<file path="src/rtl/fp32_pkg.sv">
// Shared binary32 field widths, constants and operand unpacking for the fp32 arithmetic blocks
// (adder, multiplier, random source).
package fp32_pkg;

  localparam int unsigned SIGN_W   = 1;
  localparam int unsigned EXP_W    = 8;
  localparam int unsigned MANT_W   = 23;
  localparam int unsigned EXP_BIAS = 127;

  localparam logic [31:0] FP32_QNAN    = 32'h7FC00000;
  localparam logic [31:0] FP32_POS_INF = 32'h7F800000;
  localparam logic [31:0] FP32_ONE     = 32'h3F800000;

  typedef struct packed {
    logic [SIGN_W-1:0] sign;
    logic [EXP_W-1:0]  exp;
    logic [MANT_W-1:0] mant;
    logic              is_zero;
    logic              is_inf;
    logic              is_nan;
  } fp32_unpacked_t;

  // Denormals (exp == 0) classify as zero; the arithmetic blocks flush them.
  function automatic fp32_unpacked_t fp32_unpack(input logic [31:0] x);
    fp32_unpacked_t u;
    u.sign    = x[31];
    u.exp     = x[30:23];
    u.mant    = x[22:0];
    u.is_zero = (x[30:23] == '0);
    u.is_inf  = (x[30:23] == '1) && (x[22:0] == '0);
    u.is_nan  = (x[30:23] == '1) && (x[22:0] != '0);
    return u;
  endfunction

endpackage

</file>
<file path="src/rtl/fp32_pipelined_adder_if.sv">
// Operand/result bundle of the pipelined fp32 adder; valid-only handshake, no backpressure.
interface fp32_pipelined_adder_if #(
  parameter int unsigned DATA_WIDTH = 32
);

  logic                  valid_in;
  logic [DATA_WIDTH-1:0] inA;
  logic [DATA_WIDTH-1:0] inB;
  logic                  valid_out;
  logic [DATA_WIDTH-1:0] out_data;

  modport master (
    output valid_in, inA, inB,
    input  valid_out, out_data
  );

  modport slave (
    input  valid_in, inA, inB,
    output valid_out, out_data
  );

endinterface

</file>
<file path="src/rtl/fp32_lzc27.sv">
// Combinational leading-zero counter for the 27-bit extended mantissa; all-zero input yields 27.
module fp32_lzc27 (
  input  logic [26:0] val_i,
  output logic [4:0]  cnt_o
);

  always_comb begin
    cnt_o = 5'd27;
    // Ascending scan so the most significant set bit wins.
    for (int unsigned i = 0; i < 27; i++) begin
      if (val_i[i]) cnt_o = 5'(26 - i);
    end
  end

endmodule

</file>
<file path="src/rtl/fp32_pipelined_adder.sv">
// Seven-stage IEEE-754 binary32 adder, one result per clock. Denormals flush to zero,
// rounding is nearest-even, and specials bypass the datapath alongside the valid pipeline.
module fp32_pipelined_adder
  import fp32_pkg::*;
#(
  parameter int unsigned DATA_WIDTH = 32,
  parameter int unsigned LATENCY    = 7
) (
  input logic                   clk,
  input logic                   rstn,
  fp32_pipelined_adder_if.slave bus
);

  typedef struct packed {
    logic             sign;
    logic [EXP_W-1:0] exp;
    logic             spec;
    logic [31:0]      spec_val;
  } ctl_t;

  logic [LATENCY-1:0]    vld_q;
  logic [DATA_WIDTH-1:0] out_q, out_d;

  ctl_t ctl_q [1:5];

  // Stage 1: unpack, classify, order by magnitude
  fp32_unpacked_t   ua, ub, hi, lo;
  logic [30:0]      mag_a, mag_b;
  ctl_t             s1_ctl_d;
  logic             s1_sub_d, s1_sub_q;
  logic [EXP_W-1:0] s1_exps_d, s1_exps_q;
  logic [MANT_W:0]  s1_mb_d, s1_mb_q, s1_ms_d, s1_ms_q;

  always_comb begin
    ua    = fp32_unpack(bus.inA);
    ub    = fp32_unpack(bus.inB);
    mag_a = ua.is_zero ? '0 : {ua.exp, ua.mant};
    mag_b = ub.is_zero ? '0 : {ub.exp, ub.mant};
    if (mag_b > mag_a) begin
      hi = ub;
      lo = ua;
    end else begin
      hi = ua;
      lo = ub;
    end
    s1_ctl_d.sign     = hi.sign;
    s1_ctl_d.exp      = hi.exp;
    s1_ctl_d.spec     = 1'b1;
    s1_ctl_d.spec_val = '0;
    if (ua.is_nan || ub.is_nan || (ua.is_inf && ub.is_inf && (ua.sign != ub.sign)))
      s1_ctl_d.spec_val = FP32_QNAN;
    else if (ua.is_inf)
      s1_ctl_d.spec_val = {ua.sign, FP32_POS_INF[30:0]};
    else if (ub.is_inf)
      s1_ctl_d.spec_val = {ub.sign, FP32_POS_INF[30:0]};
    else if (ua.is_zero && ub.is_zero)
      s1_ctl_d.spec_val = {ua.sign & ub.sign, 31'b0};
    else
      s1_ctl_d.spec = 1'b0;
    s1_sub_d  = ua.sign != ub.sign;
    s1_exps_d = lo.exp;
    s1_mb_d   = hi.is_zero ? '0 : {1'b1, hi.mant};
    s1_ms_d   = lo.is_zero ? '0 : {1'b1, lo.mant};
  end

  // Stage 2: exponent difference
  logic             s2_sub_q;
  logic [EXP_W-1:0] s2_diff_q;
  logic [MANT_W:0]  s2_mb_q, s2_ms_q;

  // Stage 3: align the smaller operand; bits shifted out collapse into sticky
  logic [53:0] s3_sh;
  logic [26:0] s3_exts_d, s3_exts_q, s3_extb_q;
  logic        s3_sub_q;

  always_comb begin
    s3_sh = {s2_ms_q, 30'b0} >> s2_diff_q;
    if (s2_diff_q >= 8'd26)
      s3_exts_d = {26'b0, |s2_ms_q};
    else
      s3_exts_d = {s3_sh[53:28], s3_sh[27] | (|s3_sh[26:0])};
  end

  // Stage 4: magnitude add/subtract; |hi| >= |lo| keeps the difference non-negative
  logic [27:0] s4_sum_d, s4_sum_q;

  always_comb begin
    if (s3_sub_q)
      s4_sum_d = {1'b0, s3_extb_q} - {1'b0, s3_exts_q};
    else
      s4_sum_d = {1'b0, s3_extb_q} + {1'b0, s3_exts_q};
  end

  // Stage 5: leading-zero count
  logic [4:0]  s5_lz_d, s5_lz_q;
  logic [27:0] s5_sum_q;

  fp32_lzc27 u_lzc (
    .val_i (s4_sum_q[26:0]),
    .cnt_o (s5_lz_d)
  );

  // Stage 6: normalize; exponent kept signed and wide to catch underflow
  logic [26:0]       s6_mant_d, s6_mant_q;
  logic signed [9:0] s6_exp_d, s6_exp_q;
  logic              s6_zero_d, s6_zero_q;
  logic              s6_sign_q, s6_spec_q;
  logic [31:0]       s6_spec_val_q;

  always_comb begin
    if (s5_sum_q[27]) begin
      s6_mant_d = {s5_sum_q[27:2], s5_sum_q[1] | s5_sum_q[0]};
      s6_exp_d  = signed'({2'b00, ctl_q[5].exp}) + 10'sd1;
    end else begin
      s6_mant_d = s5_sum_q[26:0] << s5_lz_q;
      s6_exp_d  = signed'({2'b00, ctl_q[5].exp}) - signed'({5'b0, s5_lz_q});
    end
    s6_zero_d = (s5_sum_q == '0) || (s6_exp_d < 10'sd1);
  end

  // Stage 7: round to nearest even, pack
  logic              s7_rnd;
  logic [24:0]       s7_m25;
  logic signed [9:0] s7_exp;

  always_comb begin
    s7_rnd = s6_mant_q[2] & (s6_mant_q[1] | s6_mant_q[0] | s6_mant_q[3]);
    s7_m25 = {1'b0, s6_mant_q[26:3]} + {24'b0, s7_rnd};
    s7_exp = s6_exp_q + (s7_m25[24] ? 10'sd1 : 10'sd0);
    if (s6_spec_q)
      out_d = s6_spec_val_q;
    else if (s6_zero_q)
      out_d = '0;
    else if (s7_exp >= 10'sd255)
      out_d = {s6_sign_q, FP32_POS_INF[30:0]};
    else
      out_d = {s6_sign_q, s7_exp[7:0], s7_m25[24] ? s7_m25[23:1] : s7_m25[22:0]};
  end

  always_ff @(posedge clk) begin
    ctl_q[1]  <= s1_ctl_d;
    s1_sub_q  <= s1_sub_d;
    s1_exps_q <= s1_exps_d;
    s1_mb_q   <= s1_mb_d;
    s1_ms_q   <= s1_ms_d;
    for (int unsigned k = 2; k <= 5; k++) ctl_q[k] <= ctl_q[k-1];

    s2_diff_q <= ctl_q[1].exp - s1_exps_q;
    s2_sub_q  <= s1_sub_q;
    s2_mb_q   <= s1_mb_q;
    s2_ms_q   <= s1_ms_q;

    s3_extb_q <= {s2_mb_q, 3'b000};
    s3_exts_q <= s3_exts_d;
    s3_sub_q  <= s2_sub_q;

    s4_sum_q  <= s4_sum_d;

    s5_sum_q  <= s4_sum_q;
    s5_lz_q   <= s5_lz_d;

    s6_mant_q     <= s6_mant_d;
    s6_exp_q      <= s6_exp_d;
    s6_zero_q     <= s6_zero_d;
    s6_sign_q     <= ctl_q[5].sign;
    s6_spec_q     <= ctl_q[5].spec;
    s6_spec_val_q <= ctl_q[5].spec_val;
  end

  always_ff @(posedge clk) begin
    if (rstn) begin
      vld_q <= '0;
      out_q <= '0;
    end else begin
      vld_q <= {vld_q[LATENCY-2:0], bus.valid_in};
      if (vld_q[LATENCY-2]) out_q <= out_d;
    end
  end

  assign bus.valid_out = vld_q[LATENCY-1];
  assign bus.out_data  = out_q;

endmodule

</file>
<file path="src/flat_wrapper.sv">
// flat-port wrapper written by rule: the top's interface ports become plain ports
module fp32_pipelined_adder_flat import fp32_pkg::*;
#(
  parameter int unsigned DATA_WIDTH = 32,
  parameter int unsigned LATENCY    = 7
)
  (clk, rstn, bus_valid_in, bus_inA, bus_inB, bus_valid_out, bus_out_data);
  fp32_pipelined_adder_if #(.DATA_WIDTH(DATA_WIDTH)) bus_i ();
  input logic clk;
  input logic rstn;
  input wire logic [$bits(bus_i.valid_in)-1:0] bus_valid_in;
  input wire logic [$bits(bus_i.inA)-1:0] bus_inA;
  input wire logic [$bits(bus_i.inB)-1:0] bus_inB;
  output wire logic [$bits(bus_i.valid_out)-1:0] bus_valid_out;
  output wire logic [$bits(bus_i.out_data)-1:0] bus_out_data;
  assign bus_i.valid_in = bus_valid_in;
  assign bus_i.inA = bus_inA;
  assign bus_i.inB = bus_inB;
  assign bus_valid_out = bus_i.valid_out;
  assign bus_out_data = bus_i.out_data;
  fp32_pipelined_adder #(.DATA_WIDTH(DATA_WIDTH), .LATENCY(LATENCY)) u_core (.clk(clk), .rstn(rstn), .bus(bus_i));
endmodule
</file>
<file path="config.mk">
export PLATFORM = sky130hd
export DESIGN_NAME = fp32_pipelined_adder_flat
export DESIGN_NICKNAME = d
export VERILOG_FILES = /design/src/rtl/fp32_pkg.sv /design/src/rtl/fp32_pipelined_adder_if.sv /design/src/rtl/fp32_lzc27.sv /design/src/rtl/fp32_pipelined_adder.sv /design/src/flat_wrapper.sv
export SDC_FILE = /design/constraint.sdc
export NUM_CORES = 1
export LEC_CHECK = 0
export CAP_MARGIN = 20
export CELL_PAD_IN_SITES_DETAIL_PLACEMENT = 1
export CELL_PAD_IN_SITES_GLOBAL_PLACEMENT = 2
export CORE_UTILIZATION = 38
export CTS_CLUSTER_DIAMETER = 30
export DETAILED_ROUTE_END_ITERATION = 12
export PLACE_DENSITY = 0.83
export SETUP_SLACK_MARGIN = 0.5
export SLEW_MARGIN = 30
export SYNTH_ARGS = -nofsm -noshare
export SYNTH_HDL_FRONTEND = slang
export SYNTH_SLANG_ARGS = --single-unit
</file>
<file path="constraint.sdc">
create_clock -name clk -period 5.4 [get_ports clk]
set_clock_uncertainty 0.05 [all_clocks]
set_input_delay 1.35 -clock clk [delete_from_list [all_inputs] [get_ports clk]]
set_output_delay 1.35 -clock clk [all_outputs]
set_load 0.03 [all_outputs]
</file>
=== Word-level counts from Yosys, hierarchy flattened ===
Memory sizes are Yosys's and may differ from the RTL's.
Index checks and enable logic that the tools add are counted.

* Reductions and logical operators: 23
* Mux-type cells: 49
* Equal/unequal tests: 3
* Bitwise gates (word level): 6
* $add $sub $neg: 7
* Order comparisons: 4
* Shifts and indexed selects: 2

{| class="wikitable"
|+ Operators by type and width
! cell !! count
|-
| 32-bit 2-to-1 mux || 6
|-
| 31-bit 2-to-1 mux || 3
|-
| 54-bit by 8-bit right shift with 54-bit output || 1
|-
| 5-bit 2-to-1 mux || 10
|-
| 24-bit 2-to-1 mux || 2
|-
| 23-bit logical NOT || 2
|-
| 23-bit nonzero test || 2
|-
| 35-bit 2-to-1 mux || 1
|-
| 34-bit 2-to-1 mux || 1
|-
| 4-bit 2-to-1 mux || 8
|-
| 31-bit greater-than comparator || 1
|-
| 27-bit by 27-bit adder with 28-bit output || 1
|-
| 28-bit logical NOT || 1
|-
| 28-bit 2-to-1 mux || 1
|-
| 27-bit by 27-bit subtractor with 28-bit output || 1
|-
| 27-bit OR reduction || 1
|-
| 27-bit by 5-bit << shifter with 27-bit output || 1
|-
| 26-bit 2-to-1 mux || 1
|-
| 24-bit by 1-bit adder with 25-bit output || 1
|-
| 24-bit OR reduction || 1
|-
| 23-bit 2-to-1 mux || 1
|-
| 8-bit equality test, second input constant || 2
|-
| 8-bit logical NOT || 2
|-
| 16-bit OR reduction || 1
|-
| 19 further kinds || 42
|}

* Bits in registers: 338
* Memories kept: 1
* Word-level logic and storage cells: 125
* Output and inout bits: 33
* Memory bits (writable): 210

{| class="wikitable"
|+ Memory list
! memory !! words !! bits a word !! read ports !! clocked after Yosys merged registers in !! wr ports !! line !! RTL
|-
| u_core.ctl_q || 5 || 42 || 5 || 0 || 5 || fp32_pipelined_adder.sv:24 || <nowiki>ctl_t ctl_q [1:5];</nowiki>
|}

=== Longest topological paths before layout ===
Gate-level depths: netlist (run 1).

* Depth after elaboration: 26
* Mapped depth: 19

=== Cells and area by module ===
Synthesis (run 1) repeated with hierarchy kept, for this count alone.

* Cells, all modules: 1855
* Area total of the unflattened synthesis: 17316.6 µm²

{| class="wikitable"
|+ Modules (own cells, without submodules)
! module !! area each (µm²) !! times used !! cells each
|-
| fp32_pipelined_adder || 17038.8 || 1 || 1804
|-
| fp32_lzc27 || 277.8 || 1 || 51
|}

=== Worst setup path after synthesis (run 1) ===
OpenSTA, ideal clock, no wires.

* Path type: input port to flip-flop
* Start: input port bus_inB[24]
* End: register u_core.ctl_q[0][79] (netlist name)
* Stages on the path: 16
* Required time: 5229 ps
* Path buffers: 3
* Arrival: 4303 ps
* Slack: 926 ps
* Setup time: 121 ps
* Path through: nor4_1 nand2_1 clkbuf_1 nand2_1 inv_1 ha_1 a21o_1 a21o_1 a21oi_1 nor2_1 a211oi_1 o211ai_1 o21ai_1 buf_1 buf_2 mux2_2

{| class="wikitable"
|+ RTL lines
! element !! line !! RTL
|-
| start: declaration || flat_wrapper.sv:13 || <nowiki>input wire logic [$bits(bus_i.inB)-1:0] bus_inB;</nowiki>
|}

=== Worst setup path in the final report (run 1) ===
* Start: input port bus_inB[27]
* End: register u_core.s1_mb_q[21]

* Longest elaborated chain between the ends: 4

{| class="wikitable"
|+ RTL lines
! element !! line !! RTL
|-
| 8-bit logical NOT || fp32_pkg.sv:29 || <nowiki>u.is_zero = (x[30:23] == '0);</nowiki>
|-
| 31-bit 2-to-1 mux || fp32_pipelined_adder.sv:38 || <nowiki>mag_b = ub.is_zero ? '0 : {ub.exp, ub.mant};</nowiki>
|-
| 31-bit greater-than comparator || fp32_pipelined_adder.sv:39 || <nowiki>if (mag_b > mag_a) begin</nowiki>
|-
| 35-bit 2-to-1 mux (*) || fp32_pipelined_adder.sv:39 ||
|-
| end signal: assignment || fp32_pipelined_adder.sv:144 || <nowiki>s1_mb_q <= s1_mb_d;</nowiki>
|-
| end: declaration || fp32_pipelined_adder.sv:32 || <nowiki>logic [MANT_W:0] s1_mb_d, s1_mb_q, s1_ms_d, s1_ms_q;</nowiki>
|}

Mark *: on every way between the ends. The rest lies on a longest branch, timed or not.
A chain may end at the register's enable or synchronous reset.

==> metrics.yaml, run 1 <==
finish:
  final_net_count: 2096
  antenna-diode-count: 0
  num-fill-cells: 4929
  layout_commonest_cell: "dfxtp_1"
  area_delta_synth_final_pct: 25.9
  postLayoutCellArea_um2: 21700
  mostFrequentLayoutCells: "374 x dfxtp_1, 173 x nand2_1, 114 x a21oi_1"
  drive_gt1_share_pct: 11.9
  fin_cells: 2589
detailed_routing:
  highest_layer: "met4"
  drt-met1-wl_mm: 20.6
  met2WireLength_mm: 26.2
  route.detailed.drc: 0
  routed_wl_mm: 50.7
  wl_met3_mm: 1.89
  vias: 13900
  drtPass1Iterations: 5
  wl_per_cell_um: 19.6
  final_antenna_net_count: 0
  drtIter0Drc: 613
  via_per_inst: 5.39
placement:
  dpl.hpwl_mm: 38.5
  gp_congestion: 0.940
  place_area_um2: 18800
  dp_slack_ns: 0.135
  dp.cells: 2436
  io_buffers: 99
run_status:
  outcome: "complete, no violations"
power_and_ir_drop:
  switching_power_mw: 3.81
  p_clk_share_pct: 43.2
  p_leak_nw: 9.10
  switching_share_pct: 32.9
  pwr-share-seq_pct: 32.9
  internal_power_mw: 7.76
  power_frac_comb_pct: 23.9
  peakVddDrop_uv: 269
  p_per_area_nw_per_um2: 534
critical_path:
  crit_arrival_ns: 5.05
  critPathLaunch: "bus_inB[27]"
  reg2reg_depth: 18
  endpoint_kind: "register"
  worstReg2RegEnd: "u_core.bus.out_data[3]$_SDFFE_PP0P_"
  crit_type: "primary input to register"
  cp.required_ns: 5.87
  reg2reg_from: "u_core.s6_mant_q[10]$_DFF_P_"
  worstSetupEndpoint: "u_core.s1_mb_q[21]$_SDFF_PN0_"
  ff2ff_setup_slack_ns: 1.16
  critical_path.startpoint_type: "primary input"
  crit_path_max_fanout: 26
cts:
  cts_tree: "done"
  htreeDepth: 3
  cts_buffer_depth: 3
  hold_buffers: 0
  cts-root-buf: "clkbuf_16"
  cts-resized-gates: 0
  post_cts.repair.setup_buffers: 0
  cts.sinks: 374
  clk_pin_slew_ns: 0.06
  clk_latency_ns: 0.61
  numCtsBuffers: 83
sta:
  setup_tns_ns: 0
  slew_viol_final: 0
  finalSetupViolCount: 0
  final-hold-violation-count: 0
  relSlewSlack_pct: 25.6
  fin_crit_ns: 4.58
  fin_ws_ns: 0.818
  period_share_pct: 84.9
  max_freq_mhz: 218
  hold_slack_ns: 0.270
  tightest_slew_ns: 1.10
  rsz0062_at_grt: "false"
logic_synthesis:
  mappedNetlistArea_um2: 17200
  yosysSeqAreaShare_pct: 43.5
  yosys-top-cells-area: "dfxtp_1 43%, ha_1 7.1%, mux2i_1 4.9%, mux4_2 4.3%, nand2_1 3.8%"
  synth_ff_type: "dfxtp_1"
  ys_ff_latch: 374
  async_flop_share_pct: 0
  synth_nets: 1981
  synth_area_per_cell_um2: 9.49
  synth_fa_ha_area_share_pct: 7.40
  yosys_warnings: 0
  synth_edf_count: 0
  synth_top_family_by_area: "simple AND/OR/NAND/NOR gates"
  synth-compound-area-share_pct: 14.4
  synthSimpleGateAreaFrac_pct: 15.6
  netlist_instances: 1814
  synthMuxAreaShare_pct: 11.4
  yosys.area.top_type: "dfxtp_1"
  yosys.area.top_type_share_pct: 43.5
  synth-xor-area-share_pct: 3.10
  ys_types: 77
floorplan:
  rows: 77
  die_w_um: 215
  die-area_um2: 46200
  die_h_um: 215
  io_pins: 100
  start_util_pct: 38.8
  core_um2: 44400
grt:
  antenna_found_initial: 3
  grt.total_usage_pct: 22.1
  grt_max_degree: 52
  first_global_vias: 14900
  grt_pass1_wl_mm: 80.5
  grt_overflow: 0
run:
  cap_violations: 0
worst_hold_path:
  whs_path_depth: 0
  hold_path_class: "register to register"
==> flip-flops by register name, indices dropped and copies added (netlist names), 10 cells and up <==
| name | count |
|---|---|
| u_core.s6_exp_q | 10 |
| u_core.s4_sum_q | 28 |
| u_core.s2_mb_q | 24 |
| u_core.s1_mb_q | 24 |
| u_core.s6_mant_q | 27 |
| u_core.s3_extb_q | 24 |
| u_core.ctl_q | 65 |
| u_core.bus.out_data | 32 |
| u_core.s2_ms_q | 24 |
| u_core.s5_sum_q | 28 |
| u_core.s1_ms_q | 24 |
| u_core.s3_exts_q | 27 |
==> layer usage <==
layer / GRT usage [%] / up-vias
met4: 9.93 / 0
met1: 24.1 / 6766
met5: 0 / -
met3: 4.12 / 121
met2: 41.1 / 326
li1: - / 6736
==> through the flow <==
stage	utilization, %	power (mW)
2_1_floorplan	-	5.65
4_1_cts	48.8	11.7
3_5_place_dp	42.3	6.59
6_report	48.8	11.6
5_1_grt	48.8	12.1
3_3_place_gp	42.3	6.54
==> synth_stat cells, types with 33 or more instances <==
master / n
dfxtp_1: 374
nand2_1: 173
a21oi_1: 114
nor2_1: 113
inv_1: 111
ha_1: 97
mux2i_1: 85
clkbuf_1: 69
o21ai_0: 54
nor3_1: 46
nor4_1: 39
a211oi_1: 37
nor2b_1: 36
xnor2_1: 36
mux4_2: 33
==> logic make-up (layout without fill, tap and decap cells) <==
group,count (synthesis),after routing
adder cells (fa/ha/maj),100,100
AND/OR/NAND/NOR,550,550
flip-flops,374,374
buffers and inverters,205,388
AO/OA/AOI/OAI,374,374
multiplexers,150,150
XOR/XNOR,61,61
==> critical path, cell delays in order <==
cell and delay [ns]:
clkdlybuf4s50_1 0.50, nor4_1 0.38, nand2_1 0.15, buf_12 0.19
nand2_1 0.12, inv_1 0.05, ha_1 0.29, nor2b_1 0.13
o21a_1 0.16, o21a_1 0.16, o21ai_0 0.15, a221oi_1 0.10
a211oi_1 0.35, nor3_1 0.13, o21ai_4 0.25, buf_4 0.20
buf_12 0.17, mux2i_1 0.21
==> area by class of cell <==
cell class                      count  area [µm²]  area share (%)
Multi-Input combinational cell   1235        8930            41.2
Sequential cell                   374        7490            34.5
Clock buffer                       97        2210            10.2
Timing Repair Buffer              121        1220            5.62
Tap cell                          592         741            3.42
Clock inverter                     56         656            3.02
Inverter                          114         428            1.97
==> power by group through the flow <==
stage               combinational [mW]  sequential, mW  clock [mW]
floorplan                         2.04            3.61           0
global placement                  2.71            3.83           0
detailed placement                2.74            3.85           0
CTS                               2.76            3.81        5.10
global route                      3.01            3.87        5.25
finish                            2.76            3.81        5.00
==> worst min-delay path by stage <==
stage	slack, ns	end	startpoint
5_1_grt	0.27	u_core.ctl_q[0][201]$_DFF_P_	u_core.ctl_q[0][159]$_DFF_P_
6_report	0.27	u_core.s3_extb_q[8]$_DFF_P_	u_core.s2_mb_q[5]$_DFF_P_
3_5_place_dp	0.26	u_core.ctl_q[0][202]$_DFF_P_	u_core.ctl_q[0][160]$_DFF_P_
3_3_place_gp	0.26	u_core.s3_extb_q[17]$_DFF_P_	u_core.s2_mb_q[14]$_DFF_P_
2_1_floorplan	0.26	u_core.ctl_q[0][106]$_DFF_P_	u_core.ctl_q[0][64]$_DFF_P_
4_1_cts	0.27	u_core.s2_mb_q[7]$_DFF_P_	u_core.s1_mb_q[7]$_SDFF_PN0_
(Power assumes the default switching activity.)
==> run 2: changes to the inputs <==
--- a/config.mk
+++ b/config.mk
@@ -8,10 +8,10 @@
 export CAP_MARGIN = 20
 export CELL_PAD_IN_SITES_DETAIL_PLACEMENT = 1
 export CELL_PAD_IN_SITES_GLOBAL_PLACEMENT = 2
-export CORE_UTILIZATION = 38
+export CORE_UTILIZATION = 35
 export CTS_CLUSTER_DIAMETER = 30
 export DETAILED_ROUTE_END_ITERATION = 12
-export PLACE_DENSITY = 0.83
+export PLACE_DENSITY = 0.81
 export SETUP_SLACK_MARGIN = 0.5
 export SLEW_MARGIN = 30
 export SYNTH_ARGS = -nofsm -noshare
==> constraint.sdc (replaced) <==
create_clock -name clk -period 3.7 [get_ports clk]
set_clock_uncertainty 0.05 [all_clocks]
set_input_delay 0.925 -clock clk [delete_from_list [all_inputs] [get_ports clk]]
set_output_delay 0.925 -clock clk [all_outputs]
set_load 0.03 [all_outputs]
==> run 2 against run 1 <==
Utilization decreased by 0.45 points. Setup slack got worse by 0.72 ns. Total power increased by 40%. Worst hold slack about the same. Clock-buffer cell count decreased by 28. Global-route usage decreased by 0.95 points. First-iteration DRC count increased by 39%. Sequential power increased by 47%. Critical path depth increased by 3. Via count increased by 4.6%. Highest routed layer unchanged. Combinational power increased by 67%. Wire length increased by 7.2%.
==> metrics.yaml, run 2 (synthesis gave the netlist of run 1 again) <==
floorplan:
  core_um2: 48100
  start_util_pct: 35.8
  io_pins: 100
  die_w_um: 224
  rows: 80
  die-area_um2: 50100
  die_h_um: 224
sta:
  period_share_pct: 97.4
  tightest_slew_ns: 0.913
  hold_slack_ns: 0.270
  slew_viol_final: 0
  final-hold-violation-count: 0
  rsz0062_at_grt: "true"
  setup_tns_ns: 0
  finalSetupViolCount: 0
  fin_ws_ns: 0.0972
  fin_crit_ns: 3.60
  max_freq_mhz: 278
  relSlewSlack_pct: 38.9
worst_hold_path:
  hold_path_class: "register to register"
  worstHoldStart: "u_core.s4_sum_q[1]$_DFF_P_"
  whs_path_depth: 0
placement:
  dp.cells: 2592
  io_buffers: 99
  gp_congestion: 0.897
  dp_slack_ns: -0.776
  dpl.hpwl_mm: 37.5
detailed_routing:
  route.detailed.drc: 0
  drtPass1Iterations: 5
  drtIter0Drc: 854
  wl_per_cell_um: 19.6
  final_antenna_net_count: 0
  routed_wl_mm: 54.3
  via_per_inst: 5.27
  vias: 14600
cts:
  hold_buffers: 0
  clk_pin_slew_ns: 0.06
  cts_tree: "done"
  clk_latency_ns: 0.63
  cts.sinks: 374
  cts_buffer_depth: 3
  numCtsBuffers: 60
  htreeDepth: 2
  cts-root-buf: "clkbuf_16"
grt:
  use_met3_pct: 2.83
  antenna_found_initial: 1
  top_usage_layer: "met2"
  grt_overflow: 0
  grt.met2_usage_pct: 37.1
  grt.total_usage_pct: 21.1
  first_global_vias: 15500
  grt_pass1_wl_mm: 84.4
  grtUsageMet1_pct: 26.1
  grt_max_degree: 44
power_and_ir_drop:
  peakVddDrop_uv: 382
  p_clk_share_pct: 36.8
  switching_power_mw: 5.47
  internal_power_mw: 10.7
  pwr-share-seq_pct: 34.6
  p_leak_nw: 9.83
  switching_share_pct: 33.8
  p_total_mw: 16.2
  p_per_area_nw_per_um2: 696
  power_frac_comb_pct: 28.5
critical_path:
  reg2reg_from: "u_core.s6_mant_q[12]$_DFF_P_"
  reg2reg_depth: 17
  crit_chain: "buf_2 > nor4_4 > nand2_4 > buf_12 > buf_12 > buf_4 > nand2_4 > inv_2 > ha_4 > a21o_1 > a21o_1 > a21oi_2 > nor2_1 > a211oi_2 > o211ai_1 > o21ai_4 > buf_6 > buf_8 > buf_12 > buf_8 > mux2i_1"
  cp.required_ns: 4.15
  crit_type: "primary input to register"
  endpoint_kind: "register"
  critPathLaunch: "bus_inB[29]"
  crit_path_frequent_cell: "buf_12"
  slowest_stage: "nor4_4"
  critPathMaxStageDelay_ns: 0.31
  crit_arrival_ns: 4.06
  critical_path.startpoint_type: "primary input"
  crit_path_max_fanout: 5
finish:
  largest_reg_flops: 65
  num-fill-cells: 5242
  drive_gt1_share_pct: 23.2
  area_delta_synth_final_pct: 35.2
  largest-register: "u_core.ctl_q"
  mostFrequentLayoutCells: "367 x dfxtp_1, 149 x nand2_1, 132 x buf_4"
  layout_commonest_cell: "dfxtp_1"
  antenna-diode-count: 0
  fin_cells: 2771
  final_net_count: 2230
run_status:
  outcome: "complete, no violations"
run:
  cap_violations: 0
## run 2: stage by stage
stage               util (%)  instance area (µm²)
finish                  48.3                23300
global route            48.3                23300
CTS                     47.3                22800
detailed placement      41.1                19800
global placement        41.1                19800
floorplan                  -                17500
## run 2: layer usage
layer | routed length, µm | share of wire, %
met3 | 1740 | 3.2
met4 | 1790 | 3.3
met5 | 0 | 0
met1 | 23900 | 44
met2 | 26900 | 50
## run 2: worst paths after layout
path | to | slack, ns
worst max-delay path | u_core.s1_mb_q[20]$_SDFF_PN0_ | 0.1
worst min register to register | u_core.s5_sum_q[1]$_DFF_P_ | 0.27
worst min-delay path | u_core.s5_sum_q[1]$_DFF_P_ | 0.27
worst max register to register | u_core.bus.out_data[25]$_SDFFE_PP0P_ | 0.47
## run 2: layout make-up
class                           count  area [µm²]  share of cell area (%)
Clock buffer                       69        1590                    6.81
Clock inverter                     45         634                    2.73
Inverter                          114         430                    1.85
Multi-Input combinational cell   1237        9650                    41.5
Sequential cell                   374        7500                    32.2
Tap cell                          656         821                    3.53
Timing Repair Buffer              276        2660                    11.4
## run 2: what timing repair did
item                       CTS  global route
cloned                       7             0
gates resized for setup    147            79
pin swaps                   26            28
buffers inserted            39            19
setup endpoints to repair   93           100
## run 2: critical path: cells and delay by family
kind	cells	cell delay, ns
adders and majority gates	1	0.22
buffers and inverters	9	1.04
muxes	1	0.27
and+or+nand+nor	4	0.58
AOI/OAI and AO/OA	6	1.02
## run 2: power by group through the flow
stage	Combinational [mW]	Clock (mW)	Sequential [mW]
finish	4.62	5.96	5.60
global route	5.04	6.28	5.68
CTS	4.35	6.06	5.59
detailed placement	4.13	0	5.67
global placement	4.09	0	5.64
floorplan	3.03	0	5.28
